--- src/rtl/audio_pkg.sv ---
// Shared audio constants: silence threshold, note frequencies used by the
// music sequencer, I2S divider tap positions and the default amplitude.
package audio_pkg;

    localparam int unsigned SILENT_HZ = 20000;

    localparam int unsigned NOTE_C5 = 523;
    localparam int unsigned NOTE_D5 = 587;
    localparam int unsigned NOTE_E5 = 659;
    localparam int unsigned NOTE_F5 = 698;
    localparam int unsigned NOTE_G5 = 784;
    localparam int unsigned NOTE_A5 = 880;
    localparam int unsigned NOTE_B5 = 988;
    localparam int unsigned NOTE_C6 = 1047;

    localparam int unsigned MCLK_BIT = 1;
    localparam int unsigned SCK_BIT  = 3;
    localparam int unsigned LRCK_BIT = 8;

    localparam logic [15:0] AMP_DEFAULT = 16'h2000;

    typedef enum logic {
        DIV_IDLE,
        DIV_RUN
    } div_state_t;

    // A tone is audible only when non-zero and below the silence threshold.
    function automatic logic tone_valid(input logic [31:0] tone, input logic [31:0] silent);
        return (tone != 32'd0) && (tone < silent);
    endfunction

endpackage

--- src/rtl/tone_speaker_if.sv ---
// Sequencer-to-speaker bundle: tone request and mute in, I2S DAC pins out.
interface tone_speaker_if;
    logic [31:0] tone;
    logic        mute;
    logic        audio_mclk;
    logic        audio_lrck;
    logic        audio_sck;
    logic        audio_sdin;

    modport master (
        output tone, mute,
        input  audio_mclk, audio_lrck, audio_sck, audio_sdin
    );

    modport slave (
        input  tone, mute,
        output audio_mclk, audio_lrck, audio_sck, audio_sdin
    );
endinterface

--- src/rtl/tone_divider.sv ---
// 32-bit unsigned restoring divider, one quotient bit per cycle.
// start is accepted only when idle; done pulses for one cycle at the end.
module tone_divider
    import audio_pkg::*;
(
    input  logic        clk,
    input  logic        rst_n,
    input  logic        start,
    input  logic [31:0] dividend,
    input  logic [31:0] divisor,
    output logic        busy,
    output logic        done,
    output logic [31:0] quotient
);

    div_state_t  state;
    logic [4:0]  iter;
    logic [31:0] rem;
    logic [31:0] quo;
    logic [31:0] dvs;
    logic [32:0] rem_sh;
    logic        fits;

    // Shift the next dividend bit into the partial remainder and trial-compare.
    always_comb begin
        rem_sh = {rem, quo[31]};
        fits   = (rem_sh >= {1'b0, dvs});
    end

    // Divider sequencer: load on start, then 32 shift/subtract iterations.
    always_ff @(posedge clk) begin
        if (!rst_n) begin
            state <= DIV_IDLE;
            iter  <= '0;
            rem   <= '0;
            quo   <= '0;
            dvs   <= '0;
            done  <= 1'b0;
        end else begin
            done <= 1'b0;
            case (state)
                DIV_IDLE: begin
                    if (start) begin
                        quo   <= dividend;
                        dvs   <= divisor;
                        rem   <= '0;
                        iter  <= '0;
                        state <= DIV_RUN;
                    end
                end
                DIV_RUN: begin
                    // Dividend bits leave quo at the top while quotient bits enter at the bottom.
                    if (fits) begin
                        rem <= 32'(rem_sh - {1'b0, dvs});
                        quo <= {quo[30:0], 1'b1};
                    end else begin
                        rem <= rem_sh[31:0];
                        quo <= {quo[30:0], 1'b0};
                    end
                    iter <= iter + 5'd1;
                    if (iter == 5'd31) begin
                        state <= DIV_IDLE;
                        done  <= 1'b1;
                    end
                end
                default: state <= DIV_IDLE;
            endcase
        end
    end

    assign busy     = (state == DIV_RUN);
    assign quotient = quo;

endmodule

--- src/rtl/tone_speaker.sv ---
// Tone-to-I2S speaker: tracks the requested tone, derives the square-wave
// half-period with an iterative divider, and serialises the sample to the DAC.
module tone_speaker
    import audio_pkg::*;
#(
    parameter int unsigned CLK_HZ    = 100_000_000,
    parameter logic [15:0] AMP       = AMP_DEFAULT,
    parameter int unsigned SILENT_HZ = audio_pkg::SILENT_HZ
) (
    input  logic          clk,
    input  logic          rst_n,
    tone_speaker_if.slave bus
);

    localparam logic [31:0] DIVIDEND   = 32'(CLK_HZ);
    localparam logic [31:0] SILENT_LIM = 32'(SILENT_HZ);
    localparam logic [15:0] AMP_NEG    = 16'(~AMP + 16'd1);

    logic [31:0] cur_tone;
    logic [31:0] limit;
    logic        start;
    logic        div_busy;
    logic        div_done;
    logic [31:0] quotient;

    logic [31:0] cnt;
    logic        pol;
    logic [15:0] sample;

    logic [8:0]  div;
    logic [8:0]  div_nxt;
    logic [3:0]  bit_idx;
    logic [15:0] frame_sample;
    logic        sdin;

    tone_divider u_div (
        .clk      (clk),
        .rst_n    (rst_n),
        .start    (start),
        .dividend (DIVIDEND),
        .divisor  ({cur_tone[30:0], 1'b0}),
        .busy     (div_busy),
        .done     (div_done),
        .quotient (quotient)
    );

    // Tone tracking: latch a changed tone when the divider is free and either start a division or go silent.
    always_ff @(posedge clk) begin
        if (!rst_n) begin
            cur_tone <= SILENT_LIM;
            limit    <= '0;
            start    <= 1'b0;
        end else begin
            start <= 1'b0;
            if (div_done) begin
                limit <= quotient;
            end
            // A pending start counts as busy so a second change cannot slip in before the divider accepts it.
            if ((bus.tone != cur_tone) && !div_busy && !start) begin
                cur_tone <= bus.tone;
                if (tone_valid(bus.tone, SILENT_LIM)) begin
                    start <= 1'b1;
                end else begin
                    limit <= '0;
                end
            end
        end
    end

    // Square generator: toggle polarity every limit cycles; >= tolerates a freshly reduced limit.
    always_ff @(posedge clk) begin
        if (!rst_n) begin
            cnt <= '0;
            pol <= 1'b1;
        end else if (limit == 32'd0) begin
            cnt <= '0;
            pol <= 1'b1;
        end else if (cnt >= limit - 32'd1) begin
            cnt <= '0;
            pol <= ~pol;
        end else begin
            cnt <= cnt + 32'd1;
        end
    end

    // Sample selection: silent when muted or no tone, otherwise +/-AMP by polarity.
    always_comb begin
        sample = '0;
        if (!bus.mute && (limit != 32'd0)) begin
            sample = pol ? AMP : AMP_NEG;
        end
        div_nxt = div + 9'd1;
        bit_idx = 4'd15 - div_nxt[7:4];
    end

    // Serialiser: free-running frame divider, per-frame sample latch, sdin updated on sck falling edge.
    always_ff @(posedge clk) begin
        if (!rst_n) begin
            div          <= '0;
            frame_sample <= '0;
            sdin         <= 1'b0;
        end else begin
            div <= div_nxt;
            if (div == '1) begin
                frame_sample <= sample;
            end
            // At the frame wrap the MSB comes straight from the sample being latched.
            if (div[3:0] == 4'hF) begin
                sdin <= (div == '1) ? sample[15] : frame_sample[bit_idx];
            end
        end
    end

    assign bus.audio_mclk = div[MCLK_BIT];
    assign bus.audio_sck  = div[SCK_BIT];
    assign bus.audio_lrck = div[LRCK_BIT];
    assign bus.audio_sdin = sdin;

endmodule
--- src/flat_wrapper.sv ---
// flat-port wrapper written by rule: the top's interface ports become plain ports
module tone_speaker_flat import audio_pkg::*;
#(
    parameter int unsigned CLK_HZ    = 100_000_000,
    parameter logic [15:0] AMP       = AMP_DEFAULT,
    parameter int unsigned SILENT_HZ = audio_pkg::SILENT_HZ
)
  (clk, rst_n, bus_tone, bus_mute, bus_audio_mclk, bus_audio_lrck, bus_audio_sck, bus_audio_sdin);
  tone_speaker_if bus_i ();
  input  logic clk;
  input  logic rst_n;
  input wire logic [$bits(bus_i.tone)-1:0] bus_tone;
  input wire logic [$bits(bus_i.mute)-1:0] bus_mute;
  output wire logic [$bits(bus_i.audio_mclk)-1:0] bus_audio_mclk;
  output wire logic [$bits(bus_i.audio_lrck)-1:0] bus_audio_lrck;
  output wire logic [$bits(bus_i.audio_sck)-1:0] bus_audio_sck;
  output wire logic [$bits(bus_i.audio_sdin)-1:0] bus_audio_sdin;
  assign bus_i.tone = bus_tone;
  assign bus_i.mute = bus_mute;
  assign bus_audio_mclk = bus_i.audio_mclk;
  assign bus_audio_lrck = bus_i.audio_lrck;
  assign bus_audio_sck = bus_i.audio_sck;
  assign bus_audio_sdin = bus_i.audio_sdin;
  tone_speaker #(.CLK_HZ(CLK_HZ), .AMP(AMP), .SILENT_HZ(SILENT_HZ)) u_core (.clk(clk), .rst_n(rst_n), .bus(bus_i));
endmodule
--- config.mk ---
export PLATFORM = sky130hd
export DESIGN_NAME = tone_speaker_flat
export DESIGN_NICKNAME = d
export VERILOG_FILES = /design/src/rtl/audio_pkg.sv /design/src/rtl/tone_speaker_if.sv /design/src/rtl/tone_divider.sv /design/src/rtl/tone_speaker.sv /design/src/flat_wrapper.sv
export SDC_FILE = /design/constraint.sdc
export NUM_CORES = 1
export LEC_CHECK = 0
export ABC_CLOCK_PERIOD_IN_PS = 3580
export BUFFER_PORTS_ARGS = -buffer_cell sky130_fd_sc_hd__buf_2
export CAP_MARGIN = 25
export CORE_UTILIZATION = 53
export DETAILED_ROUTE_END_ITERATION = 6
export HOLD_SLACK_MARGIN = 0.06
export PLACE_DENSITY = 0.73
export SLEW_MARGIN = 20
export SYNTH_ARGS = -nofsm -noshare
export SYNTH_HDL_FRONTEND = slang
export SYNTH_SLANG_ARGS = --single-unit
--- constraint.sdc ---
create_clock -name clk -period 3.58 [get_ports clk]
set_input_delay 0.895 -clock clk [delete_from_list [all_inputs] [get_ports clk]]
set_output_delay 0.895 -clock clk [all_outputs]
set_load 0.1 [all_outputs]
==> parameters.txt <==
Parameter                              Value

Outcome
  Status ... finished, violations left
  Violated checks ... negative setup slack

Power and ir drop
  Power per cell area ... 381 nW/µm²
  Internal power contribution ... 3.89 mW
  Clock Power Share ... 0.490
  Switch share ... 0.217
  Part of the power in registers ... 0.483
  Leakage dissipation ... 5.52 nW
  Net switching power ... 1.08 mW
  Maximum ir drop on the vdd rail ... 0.377 mV
  Portion of total power attributed to combinational logic ... 0.027

Synthesis
  Number of warning messages in the yosys log ... 0
  Cell types occupying the most area after synthesis ... dfxtp_1 (38%), ha_1 (7.7%), nand2_1 (6.4%)
  Synthesized netlist cell count ... 1357
  Post-Synthesis Mean Instance Area ... 8.24 µm²
  Cell area after synthesis ... 11200 µm²
  Seq cells post-synth ... 212
  Cell variety after synth ... 59
  Sequential share of the synthesized area ... 0.379
  Asr flop ratio synth ... 0
  Number of flops mapped to enable cells by yosys ... 0
  Fraction of synthesized cell area taken by the top area cell type ... 0.379
  Ys flop type ... dfxtp_1
  Post-synthesis net count ... 1462
  Library cell occupying the most area in the post-synthesis netlist ... dfxtp_1

GRT
  Total global routing track utilization ... 0.244
  Global-route wire length before repair ... 44000 µm
  Maximum number of pins on one net before global-route repair ... 77
  Initial antenna violation count ... 0
  Vias in the first global route ... 9140
  Global-route congestion overflow total ... 0

Timing
  Crit share post-route ... 1.09
  Top achievable clock speed ... 0.257 GHz
  Final Max Slew Viols ... 0
  Count of endpoints failing hold in the final timing report ... 0
  RSZ-0062 raised after global routing ... true
  Final setup margin ... -0.315 ns
  Final period demand of the worst path ... 3.89 ns
  Worst max-slew margin expressed relative to the limit ... 0.360
  Worst Skew ... 0.0233 ns
  Worst hold slack ... 0.453 ns
  Final-report setup violation count ... 33
  Slew at the pin closest to its max-slew limit ... 0.959 ns

Floorplan
  Die W ... 147 µm
  Cell Rows ... 52
  Overall die height ... 147 µm
  Total core area ... 20400 µm²
  Number of placed I/O pins ... 39
  Die area ... 21700 µm²
  Starting Density ... 0.547

Critical path
  Gate family responsible for the most delay along the worst path ... simple AND/OR/NAND/NOR gates
  Arrival time at the worst endpoint ... 4.35 ns
  Setup CP Type ... register to register
  Cell depth of the worst flop-to-flop path ... 21
  Element type at the critical path start ... register
  Most common cell on crit path ... buf_4
  Number of logic stages on the critical path including buffering ... 21
  CP cell instances ... buf_4 > inv_1 > ha_1 > nand2_1 > or3_1 > buf_4 > buf_4 > nor4_1 > buf_4 > nand3b_1 > xor2_1 > ha_1 > a21oi_2 > nor2b_1 > o21ai_1 > a211oi_2 > a211oi_2 > nand3_2 > buf_6 > clkbuf_16 > nor2_4
  CP max stage delay ... 0.39 ns
  Type of element capturing the critical path ... register
  Worst Path Required ... 4.04 ns
  Crit path max-delay cell type ... nor4_1
  Critical path buffer and inverter count ... 7
  Critical path peak fanout ... 8

Routing
  Average detailed-routed wire length per instance ... 15.6 µm
  Final Routed Wirelength ... 26500 µm
  Detailed router's first-iteration violation count ... 523
  Post-detailed-route DRC marker count ... 0
  Routed vias ... 9593
  Routed vias/inst ... 5.66
  Pre-antenna DRT Iters ... 7
  Remaining antenna violation count ... 0

CTS
  Clock Sinks ... 212
  CTS tree ... built
  Clock Root Buffer ... clkbuf_16
  Number of clock buffers inserted by TritonCTS ... 23
  Clock slew at the register clock pins of the worst setup and hold paths ... 0.06 ns
  H-tree level count ... 1
  Maximum clock insertion buffer count ... 3
  Clock latency at the later pin of the worst-skew pair ... 0.52 ns

Cells and area
  Design Area, Final ... 13000 µm²
  Number of nets in the layout ... 1514
  Ant. Diodes ... 0
  Fraction of final layout cells with drive strength greater than 1 ... 0.143
  Most frequent cells in the layout ... dfxtp_1 (209), nand2_1 (187), nor2_1 (123), a21oi_1 (110), xor2_1 (79)
  Layout area overhead ... 16.6%
  Most common library cell in the layout ignoring fill and taps ... dfxtp_1

Flow run
  Max capacitance violation total ... 0

Placement
  HPWL after DPL ... 18300 µm
  Pre-CTS setup slack ... -0.332 ns
  Cell Area, Placed ... 11800 µm²
  Final weighted congestion of routability-driven global placement ... 0.952
  Total of buffers placed on input and output ports ... 38

Hold path
  Worst hold stages ... 2
  Type of the worst min-delay path ... register to register
per-layer routing:
metal | part of all wire | wire (µm) | global-route usage
met2 | 0.49 | 13000 | 0.426
met3 | 0.035 | 940 | 0.0261
met1 | 0.44 | 11700 | 0.314
met4 | 0.033 | 887 | 0.0784
met5 | 0 | 0 | 0
worst register-to-register path, cell delays in order (launching register included):
cell and delay [ns]:
dfxtp_2 0.32, buf_4 0.13, inv_1 0.07, ha_1 0.18
nand2_1 0.07, or3_1 0.36, buf_4 0.18, buf_4 0.14
nor4_1 0.39, buf_4 0.20, nand3b_1 0.08, xor2_1 0.15
ha_1 0.30, a21oi_2 0.14, nor2b_1 0.05, o21ai_1 0.16
a211oi_2 0.10, a211oi_2 0.22, nand3_2 0.17, buf_6 0.17
clkbuf_16 0.16, nor2_4 0.10
timing repair:
action                     CTS  global route
cloned                       2             1
setup endpoints to repair   33            65
hold buffers                 0             0
gates resized for setup     30            49
buffers inserted             4             7
pin swaps                   10            12
worst paths after layout:
path / slack [ns] / start / to
worst max-delay path: -0.31 / u_core.limit[0] / u_core.cnt[27]
worst min-delay path: 0.45 / u_core.u_div.dvs[22] / u_core.u_div.dvs[22]
worst max register to register: -0.31 / u_core.limit[0] / u_core.cnt[27]
worst min register to register: 0.45 / u_core.u_div.dvs[22] / u_core.u_div.dvs[22]
cell usage after synthesis, types with 11 or more instances:
library cell	n
dfxtp_1	212
nand2_1	190
nor2_1	149
a21oi_1	117
xor2_1	79
ha_1	69
clkbuf_1	59
o21ai_0	55
inv_1	52
mux2i_1	49
xnor2_1	45
nand3_1	39
a22o_1	23
nand4_1	22
nor4_1	22
and3_1	18
a21o_1	15
nor3_1	13
a32oi_1	11
per-stage QoR:
step	power (mW)	util	TNS, ns	instances
detailed placement	2.59	0.579	-10.25	1642
floorplan	2.53	-	-7.13	1357
finish	4.97	0.638	-9.13	1695
global placement	2.59	0.579	-8.08	1642
global route	5.12	0.638	-16.61	1695
CTS	5.03	0.628	-7.25	1689
registers in the layout (all words and copies together), names as in the netlist:
register	flops
u_core.frame_sample	2
u_core.u_div.dvs	31
u_core.div	9
u_core.limit	32
u_core.u_div.busy	1
u_core.u_div.iter	5
u_core.cnt	32
u_core.u_div.done	1
u_core.pol	1
u_core.cur_tone	32
u_core.bus.audio_sdin	1
u_core.start	1
u_core.u_div.rem	32
u_core.u_div.quotient	32
kinds of logic (layout without fill, tap and decap cells):
| group | count (synthesis) | after routing | share of synthesized area |
|---|---|---|---|
| multiplexers | 49 | 49 | 0.0439 |
| buffers and inverters | 116 | 184 | 0.0393 |
| AO/OA/AOI/OAI | 274 | 274 | 0.151 |
| AND/OR/NAND/NOR | 512 | 512 | 0.210 |
| adder cells (fa/ha/maj) | 70 | 70 | 0.0790 |
| XOR/XNOR | 124 | 124 | 0.0971 |
| flip-flops | 212 | 212 | 0.379 |
layout make-up:
class / instances / area (µm²)
clock buffers: 31 / 676
clock inverters: 10 / 111
fillers: 1721 / 7390
inverters: 52 / 195
multi-input cells: 1029 / 6800
flip-flops and latches: 212 / 4250
well taps: 270 / 338
repair buffers: 91 / 673
power by group through the flow:
stage                     combinational [mW]  sequential, mW  clock, mW
after floorplan                       0.0685            2.46          0
after global placement                 0.132            2.45          0
after detailed placement               0.134            2.45          0
after CTS                              0.135            2.40       2.49
after global routing                   0.148            2.40       2.57
final                                  0.135            2.40       2.44
No activity file was read; power rests on OpenSTA's default activity.
